## config.mk

```make
export PLATFORM = sky130hd
export DESIGN_NAME = bullet_pool_ctrl
export DESIGN_NICKNAME = d
export VERILOG_FILES = /design/src/rtl/bullet_pool_ctrl.sv
export SDC_FILE = /design/constraint.sdc
export NUM_CORES = 1
export LEC_CHECK = 0
export CAP_MARGIN = 20
export CORE_UTILIZATION = 32
export DETAILED_ROUTE_END_ITERATION = 8
export PLACE_DENSITY_LB_ADDON = 0.3
export SLEW_MARGIN = 20
export SYNTH_ARGS = -nofsm -noshare
export SYNTH_HDL_FRONTEND = slang
export SYNTH_SLANG_ARGS = --single-unit
export TNS_END_PERCENT = 20
```

## constraint.sdc

```tcl
create_clock -name clk -period 4.5 [get_ports clk]
set_input_delay 1.125 -clock clk [delete_from_list [all_inputs] [get_ports clk]]
set_output_delay 1.125 -clock clk [all_outputs]
set_load 0.02 [all_outputs]
```

## src/rtl/bullet_pool_ctrl.sv

```systemverilog
// Four-slot bullet pool: fire edge allocation, per-tick flight, hit release
// and a registered one-pixel-wide bullet renderer for the VGA pipeline.
module bullet_pool_ctrl #(
    parameter int         NUM_SLOTS  = 4,
    parameter logic [9:0] START_Y    = 10'd440,
    parameter logic [9:0] STEP       = 10'd4,
    parameter logic [7:0] COOLDOWN   = 8'd20,
    parameter logic [9:0] BULLET_LEN = 10'd16
) (
    input  logic                 clk,
    input  logic                 reset,
    input  logic                 fire,
    input  logic                 move_tick,
    input  logic [9:0]           player_pos,
    input  logic                 hit,
    input  logic [1:0]           hit_slot,
    input  logic [9:0]           hor_cnt,
    input  logic [9:0]           ver_cnt,
    output logic                 fire_ack,
    output logic [1:0]           fire_slot,
    output logic [NUM_SLOTS-1:0] slot_active,
    output logic [5:0]           rgb_content,
    output logic [1:0]           pix_slot
);

    typedef enum logic {
        S_IDLE   = 1'b0,
        S_FLIGHT = 1'b1
    } slot_state_t;

    slot_state_t r_state [NUM_SLOTS];
    slot_state_t w_state_nxt [NUM_SLOTS];
    logic [9:0]  r_x [NUM_SLOTS];
    logic [9:0]  r_y [NUM_SLOTS];
    logic [9:0]  w_x_nxt [NUM_SLOTS];
    logic [9:0]  w_y_nxt [NUM_SLOTS];

    logic [7:0]  r_cool;
    logic [7:0]  w_cool_nxt;
    logic        r_fire_q;
    logic        r_armed;
    logic        r_fire_ack;
    logic [1:0]  r_fire_slot;
    logic [5:0]  r_rgb;
    logic [1:0]  r_pix_slot;

    logic        w_req;
    logic        w_any_idle;
    logic        w_accept;
    logic [1:0]  w_alloc;
    logic [NUM_SLOTS-1:0] w_match;
    logic        w_any_match;
    logic [1:0]  w_pix;

    // Allocation looks only at start-of-cycle state, so slots freed this
    // cycle are never handed out until the next one.
    always_comb begin
        w_any_idle = 1'b0;
        w_alloc    = 2'd0;
        for (int i = NUM_SLOTS - 1; i >= 0; i--) begin
            if (r_state[i] == S_IDLE) begin
                w_any_idle = 1'b1;
                w_alloc    = 2'(i);
            end
        end
        w_req    = fire & ~r_fire_q & r_armed;
        w_accept = w_req & (r_cool == 8'd0) & w_any_idle;
    end

    always_comb begin
        for (int i = 0; i < NUM_SLOTS; i++) begin
            w_state_nxt[i] = r_state[i];
            w_x_nxt[i]     = r_x[i];
            w_y_nxt[i]     = r_y[i];
            if (w_accept && (w_alloc == 2'(i))) begin
                w_state_nxt[i] = S_FLIGHT;
                w_x_nxt[i]     = player_pos;
                w_y_nxt[i]     = START_Y;
            end else if (r_state[i] == S_FLIGHT) begin
                if (hit && (hit_slot == 2'(i))) begin
                    w_state_nxt[i] = S_IDLE;
                end else if (move_tick) begin
                    if (r_y[i] < STEP) begin
                        w_state_nxt[i] = S_IDLE;
                    end else begin
                        w_y_nxt[i] = r_y[i] - STEP;
                    end
                end
            end
        end
    end

    always_comb begin
        w_cool_nxt = r_cool;
        if (w_accept) begin
            w_cool_nxt = COOLDOWN;
        end else if (move_tick && (r_cool != 8'd0)) begin
            w_cool_nxt = r_cool - 8'd1;
        end
    end

    // Compare in 11 bits so x+1 and y+len-1 cannot wrap past 1023.
    always_comb begin
        w_pix       = 2'd0;
        w_any_match = 1'b0;
        for (int i = NUM_SLOTS - 1; i >= 0; i--) begin
            w_match[i] = (r_state[i] == S_FLIGHT)
                && ({1'b0, hor_cnt} == ({1'b0, r_x[i]} + 11'd1))
                && ({1'b0, r_y[i]} <= {1'b0, ver_cnt})
                && ({1'b0, ver_cnt} <=
                    ({1'b0, r_y[i]} + {1'b0, BULLET_LEN} - 11'd1));
            if (w_match[i]) begin
                w_pix       = 2'(i);
                w_any_match = 1'b1;
            end
        end
    end

    always_ff @(posedge clk or negedge reset) begin
        if (!reset) begin
            for (int i = 0; i < NUM_SLOTS; i++) begin
                r_state[i] <= S_IDLE;
                r_x[i]     <= 10'd0;
                r_y[i]     <= 10'd0;
            end
            r_cool      <= 8'd0;
            r_fire_q    <= 1'b0;
            r_armed     <= 1'b0;
            r_fire_ack  <= 1'b0;
            r_fire_slot <= 2'd0;
            r_rgb       <= 6'b000000;
            r_pix_slot  <= 2'd0;
        end else begin
            for (int i = 0; i < NUM_SLOTS; i++) begin
                r_state[i] <= w_state_nxt[i];
                r_x[i]     <= w_x_nxt[i];
                r_y[i]     <= w_y_nxt[i];
            end
            r_cool   <= w_cool_nxt;
            r_fire_q <= fire;
            // A button held through reset must be released before it counts.
            if (!fire) begin
                r_armed <= 1'b1;
            end
            r_fire_ack <= w_accept;
            if (w_accept) begin
                r_fire_slot <= w_alloc;
            end
            r_rgb      <= w_any_match ? 6'b111111 : 6'b000000;
            r_pix_slot <= w_pix;
        end
    end

    always_comb begin
        for (int i = 0; i < NUM_SLOTS; i++) begin
            slot_active[i] = (r_state[i] == S_FLIGHT);
        end
    end

    assign fire_ack    = r_fire_ack;
    assign fire_slot   = r_fire_slot;
    assign rgb_content = r_rgb;
    assign pix_slot    = r_pix_slot;

endmodule

```

== Word level (Yosys, flattened, before mapping) ==
Index checks and enable logic that the tools add are counted.
W data, S select, Z words.

* Register bits after elaboration: 105
* Latch bits: 0
* Memory bits (writable): 0
* ROM bits: 0
* Bits of input ports: 37
* Output and inout bits: 15
* Memories kept: 0

* Add/sub/neg operators: 17
* $mul: 0
* Divide/modulo/power cells: 0
* Order comparisons: 12
* Eq/ne operators: 18
* Shifts and indexed selects: 0
* Muxes and demuxes: 59
* Bitwise gates (word level): 5
* Reduce and logical (&&, ||, !) cells: 38

{| class="wikitable"
|+ Operators with widths
! kind !! count
|-
| $mux W10 || 20
|-
| $add A10 B1 Y11 const B || 4
|-
| $add A10 B5 Y11 const B || 4
|-
| $eq A10 B11 Y1 || 4
|-
| $le A10 B11 Y1 || 4
|-
| $sub A11 B1 Y11 const B || 4
|-
| $le A10 B10 Y1 || 4
|-
| $lt A10 B3 Y1 const B || 4
|-
| $sub A10 B3 Y10 const B || 4
|-
| $mux W1 || 28
|-
| $logic_and A1 B1 Y1 || 21
|-
| $reduce_bool A2 Y1 || 9
|-
| $mux W2 || 8
|-
| $mux W8 || 2
|-
| $ne A2 B2 Y1 const B || 8
|-
| $reduce_and A4 Y1 || 4
|-
| $eq A2 B2 Y1 const B || 4
|-
| $logic_not A8 Y1 || 1
|-
| $reduce_bool A8 Y1 || 1
|-
| $sub A8 B1 Y8 const B || 1
|-
| $mux W6 || 1
|-
| $and A1 B1 Y1 || 4
|-
| $eq A2 B1 Y1 const B || 2
|-
| $logic_not A2 Y1 || 2
|-
| $not A1 Y1 || 1
|}

== Depth between registers and ports, before layout ==
* Word-level depth: 10
* Gate-level depth with buffers: 13

== Worst setup path before layout ==
No wires, ideal clock.

* Path type: register -> register
* Start: register r_y[2] (netlist bit)
* End: register r_rgb[4], in the netlist rgb_content[4]
* Data arrival time: 2.742 ns
* Setup slack: 1.693 ns
* Cell stages (with the launch flop): 13
* Period minus slack after synthesis: 2.807 ns
* Path through: dfrtp_1 inv_1 ha_1 and3b_1 and3_1 xnor2_1 ha_1 nor4_1 o221ai_1 a311o_1 nor4_1 nor2b_1 or3b_1

* Word-level cells in the longest chain between the ends: 9
* Elaborated cells on any way between the ends: 11
* Classes of those cells: add/sub: 2; order compare: 2; mux: 5; reduce/logical: 2

{| class="wikitable"
|+ Ends and longest elaborated chain
! item !! line !! text
|-
| start, declared || 34 || <nowiki>logic [9:0] r_y [NUM_SLOTS];</nowiki>
|-
| start signal, assigned by index || 137 || <nowiki>r_y[i] <= w_y_nxt[i];</nowiki>
|-
| $add A10 B5 Y11 || 111 || <nowiki>({1'b0, r_y[i]} + {1'b0, BULLET_LEN} - 11'd1));</nowiki>
|-
| $sub A11 B1 Y11 || 111 ||
|-
| $le A10 B11 Y1 || 110 || <nowiki>&& ({1'b0, ver_cnt} <=</nowiki>
|-
| $logic_and A1 B1 Y1 * || 110 ||
|-
| $mux W1 * (4 in a row) || 112 || <nowiki>if (w_match[i]) begin</nowiki>
|-
| via w_any_match || 52 || <nowiki>logic w_any_match;</nowiki>
|-
| $mux W6 * || 149 || <nowiki>r_rgb <= w_any_match ? 6'b111111 : 6'b000000;</nowiki>
|-
| end signal, assigned || 149 ||
|-
| end, declared || 44 || <nowiki>logic [5:0] r_rgb;</nowiki>
|}

Mark *: on every way through the listed nets, which the timed path passes. The rest lies on a longest branch.
A chain may end at the register's enable or synchronous reset.

== Worst setup path in the final report ==
* Start: input ver_cnt[2]
* End: register r_rgb[4], in the netlist rgb_content[4]

* Word-level cells in the longest chain between the ends: 8
* Elaborated cells on any way between the ends: 21
* Classes of those cells: order compare: 8; mux: 5; reduce/logical: 8

{| class="wikitable"
|+ Ends and longest elaborated chain
! item !! line !! text
|-
| start, declared || 18 || <nowiki>input logic [9:0] ver_cnt,</nowiki>
|-
| $le A10 B10 Y1 || 109 || <nowiki>&& ({1'b0, r_y[i]} <= {1'b0, ver_cnt})</nowiki>
|-
| $logic_and A1 B1 Y1 || 109 ||
|-
| $logic_and A1 B1 Y1 || 110 ||
|-
| $mux W1 (3 in a row) || 112 ||
|-
| $mux W1 * || 112 ||
|-
| via w_any_match || 52 ||
|-
| $mux W6 * || 149 ||
|}

Marked as above.

==> impl_results.md <==
- Seq/Total Area, Yosys: between 30% and 40%
- Power Total: around 0.0031 W
- Outcome: finished with violations
- Fraction of layout cells with a size suffix above 1: approximately 4%
- First-pass GRT wire length: 32.3 mm
- Starting Density: 33.0%
- Reg-to-reg setup timing slack: about 1.2 ns
- Count of antenna diodes in the layout: 0
- Maximum vdd ir drop: approximately 0.18 mV
- Clock tree from TritonCTS: yes
- Category of the most critical setup path: in2reg
- Number of vias in the routed layout: between 6000 and 7000
- H-tree depth reported by CTS: 3
- Critical Path End Type: register
- Hold violation total from the final report: 0
- Dominant synthesized flop cell: sky130_fd_sc_hd__dfrtp_1
- Root buf cell: sky130_fd_sc_hd__clkbuf_16
- Resized Gates After CTS: 0
- Number of filler instances in the final layout: 2295
- Slowest stage delay, CP: between 0.6 and 0.7 ns
- Number of flip-flops and latches in the synthesized netlist: between 90 and 100
- Horizontal extent of the die: between 150 and 200 µm
- Number of cells traversed by the worst register-to-register path: 12
- Category of cells accounting for the largest share of critical-path delay: simple AND/OR/NAND/NOR gates
- CP Launch Point: ver_cnt[2]
- Combined buffer and inverter count along the critical path: 2
- Layout Area Growth over Synthesis: 13.9%
- Core area: ~22000 µm²
- Number of setup violations in the final report: 0
- Data arrival time of the critical path: between 3 and 4 ns
- Worst clock skew: 0.0131 ns
- Final period utilization: about three quarters
- Number of enable flip-flop cells after synthesis: 0
- Max capacitance violation total: 0
- Number of stages on the worst setup path: 10
- Critical Path, Cell by Cell: clkdlybuf4s50_1 > inv_1 > ha_1 > nand4b_1 > nor3_1 > a31oi_1 > a311o_1 > nor4_1 > nor2b_1 > or3b_1
- Clock buffers created by TritonCTS: 9
- I/O pin total: 52
- Data required time at the worst endpoint: approximately 4.8 ns
- Biggest area consumer among synthesized cells: sky130_fd_sc_hd__dfrtp_1
- Slowest CP cell: sky130_fd_sc_hd__clkdlybuf4s50_1
- # DRC: 3
- Site row count: 54
- RD Place Congestion: around 0.86
- Final net count: 992
- Count of input and output buffers: 51
- Headroom to the max-slew limit: approximately a third
- Number of library cell types mapped by synthesis: between 70 and 80
- Post-synthesis average cell area: 8.53 µm²
- Reg-to-reg endpoint: rgb_content[4]
- Power density normalized to cell area: around 370 nW/µm²
- Detail-routed net length per standard cell: around 17 µm
- Period minus WS final: around 3.4 ns
- GRT Resource Usage Total: around 18%
- Register clock-pin slew on the reported worst setup and hold paths: 0.08 ns
- Post-CTS Hold Fix Bufs: 0
- Violations in the final reports: design-rule violations
- Area of the die: between 20000 and 25000 µm²
- Commonest non-fill, non-tap cell in the layout: sky130_fd_sc_hd__nand2_1
- Final-report max-slew violation count: 0
- Transition time of the tightest slew-check pin: ~1 ns
- Post-CTS setup buffer count: 0
- Netlist Area Pre-Place: between 7000 and 8000 µm²
- Clock sink total: between 90 and 100
- HPWL after detailed placement: ~15 mm
- Source of the worst register-to-register timing path: r_y[2]
- Number of warnings reported in the yosys synthesis log: 0
- Launching element type of the critical path: input pin
- Commonest cells after routing, fill and taps aside: 174 x sky130_fd_sc_hd__nand2_1, 92 x sky130_fd_sc_hd__dfrtp_1, 77 x sky130_fd_sc_hd__ha_1, 56 x sky130_fd_sc_hd__xnor2_1, 50 x sky130_fd_sc_hd__clkdlybuf4s50_1
- Leakage dissipation: between 3 and 4 nW
- Worst setup path endpoint: rgb_content[4]
- Vias in the first global route: between 5000 and 6000
- Number of antenna-violating nets in the routed design: 0
- Upper clock frequency limit: approximately 290 MHz
- Share of the synthesized area in the top cell type: about a third
- Pin count of the biggest net entering global routing: 73
- Worst-path maximum fanout: 5
- Post-DR vias/cell: between 5 and 6
- Largest cells by area after synthesis: sky130_fd_sc_hd__dfrtp_1 32%, sky130_fd_sc_hd__ha_1 13%, sky130_fd_sc_hd__nand2_1 9.0%, sky130_fd_sc_hd__xnor2_1 6.8%, sky130_fd_sc_hd__xor2_1 4.8%
- Iteration-0 DRC count of the detailed router: 394
- Clk Latency, worst-skew pair: 0.36 ns
- Buffer levels on the longest clock path: 2
- Overflow left after global routing: 0
- Final-layout setup total negative slack: 0 ns
- WL final: around 20 mm
- Async S/R FF share, synth: 100%
- Length of the first detailed-routing pass in iterations: 7
- Synthesized netlist cell count: 851
- Unrepaired setup endpoints after global routing: false
- Antenna violations before repair: 0
- Mapped Nets: approximately 970
- Tightest Hold Check Type: reg2reg
- Floorplan die height: 153 µm
## metrics by stage
step                      worst slack, ns  utilization [%]  instances  hold slack [ns]  instance area, µm²
after floorplan                      1.69                -        851            0.435                7260
after global placement              0.758             36.1       1147            0.451                7950
after detailed placement            0.725             36.1       1147            0.453                7950
after CTS                            1.10             37.6       1163            0.463                8270
after global routing                0.866             37.6       1163            0.481                8270
final                                1.08             37.6       1163            0.456                8270
## sequential cells by signal, summed over array words and instances, names as in the netlist, 2 cells and up
| signal | cells |
|---|---|
| slot_active | 4 |
| r_cool | 8 |
| fire_slot | 2 |
| pix_slot | 2 |
| r_x | 40 |
| r_y | 32 |
## report_power, final
part	internal (W)	switching [W]
logic	0.000480	0.000536
clock network	0.000447	0.000385
registers	0.000966	0.000257
total	0.00189	0.00118
## cells in the mapped netlist, types with 3 or more instances
library cell,number
sky130_fd_sc_hd__a211o_1,3
sky130_fd_sc_hd__a211oi_1,4
sky130_fd_sc_hd__a21o_1,20
sky130_fd_sc_hd__a21oi_1,28
sky130_fd_sc_hd__a221oi_1,3
sky130_fd_sc_hd__a31oi_1,6
sky130_fd_sc_hd__and2_1,4
sky130_fd_sc_hd__and3_1,13
sky130_fd_sc_hd__and4_1,4
sky130_fd_sc_hd__buf_2,16
sky130_fd_sc_hd__buf_4,10
sky130_fd_sc_hd__clkbuf_1,14
sky130_fd_sc_hd__dfrtp_1,92
sky130_fd_sc_hd__ha_1,77
sky130_fd_sc_hd__inv_1,33
sky130_fd_sc_hd__mux2i_1,3
sky130_fd_sc_hd__nand2_1,174
sky130_fd_sc_hd__nand2b_1,8
sky130_fd_sc_hd__nand3_1,29
sky130_fd_sc_hd__nand3b_1,4
sky130_fd_sc_hd__nand4_1,22
sky130_fd_sc_hd__nand4b_1,4
sky130_fd_sc_hd__nor2_1,36
sky130_fd_sc_hd__nor2b_1,4
sky130_fd_sc_hd__nor3_1,15
sky130_fd_sc_hd__nor3b_1,5
sky130_fd_sc_hd__nor4_1,11
sky130_fd_sc_hd__o2111ai_1,6
sky130_fd_sc_hd__o211ai_1,5
sky130_fd_sc_hd__o21a_1,4
sky130_fd_sc_hd__o21ai_0,35
sky130_fd_sc_hd__o22ai_1,3
sky130_fd_sc_hd__or3_1,13
sky130_fd_sc_hd__or4_1,4
sky130_fd_sc_hd__xnor2_1,56
sky130_fd_sc_hd__xor2_1,40
## cell type report
type	instances	area [µm²]	area share, %
clock buffer	9	225	2.72
clock inverter	7	93.8	1.13
inverter	33	124	1.50
multi-input combinational	684	4620	55.8
sequential	92	2300	27.8
tap	280	350	4.24
timing repair buffer	58	561	6.78
## worst min path at each step
stage	depth (start not counted)	slack [ns]	to	start
2_1_floorplan	1	0.43	r_cool[7]	r_cool[7]
4_1_cts	1	0.46	fire_ack	r_fire_q
5_1_grt	1	0.48	fire_ack	r_fire_q
3_3_place_gp	1	0.45	r_armed	r_armed
6_report	1	0.46	fire_ack	r_fire_q
3_5_place_dp	1	0.45	r_armed	r_armed
## logic make-up after synthesis
logic type,synth area share [%]
compound gates,13.4
xor+xnor,11.6
fa+ha+maj,13.3
buf+inv,4.71
flops,31.7
mux,0.724
simple gates,24.6
## metal layers
layer | track usage, % | share of wire [%] | up-vias
met5 | 0 | 0 | -
met4 | 7.46 | 2.8 | 0
met3 | 2.19 | 3.3 | 32
met2 | 28.4 | 46 | 111
met1 | 24.4 | 48 | 2886
li1 | - | - | 3048
Note: power is estimated with default switching activity, not from simulation.
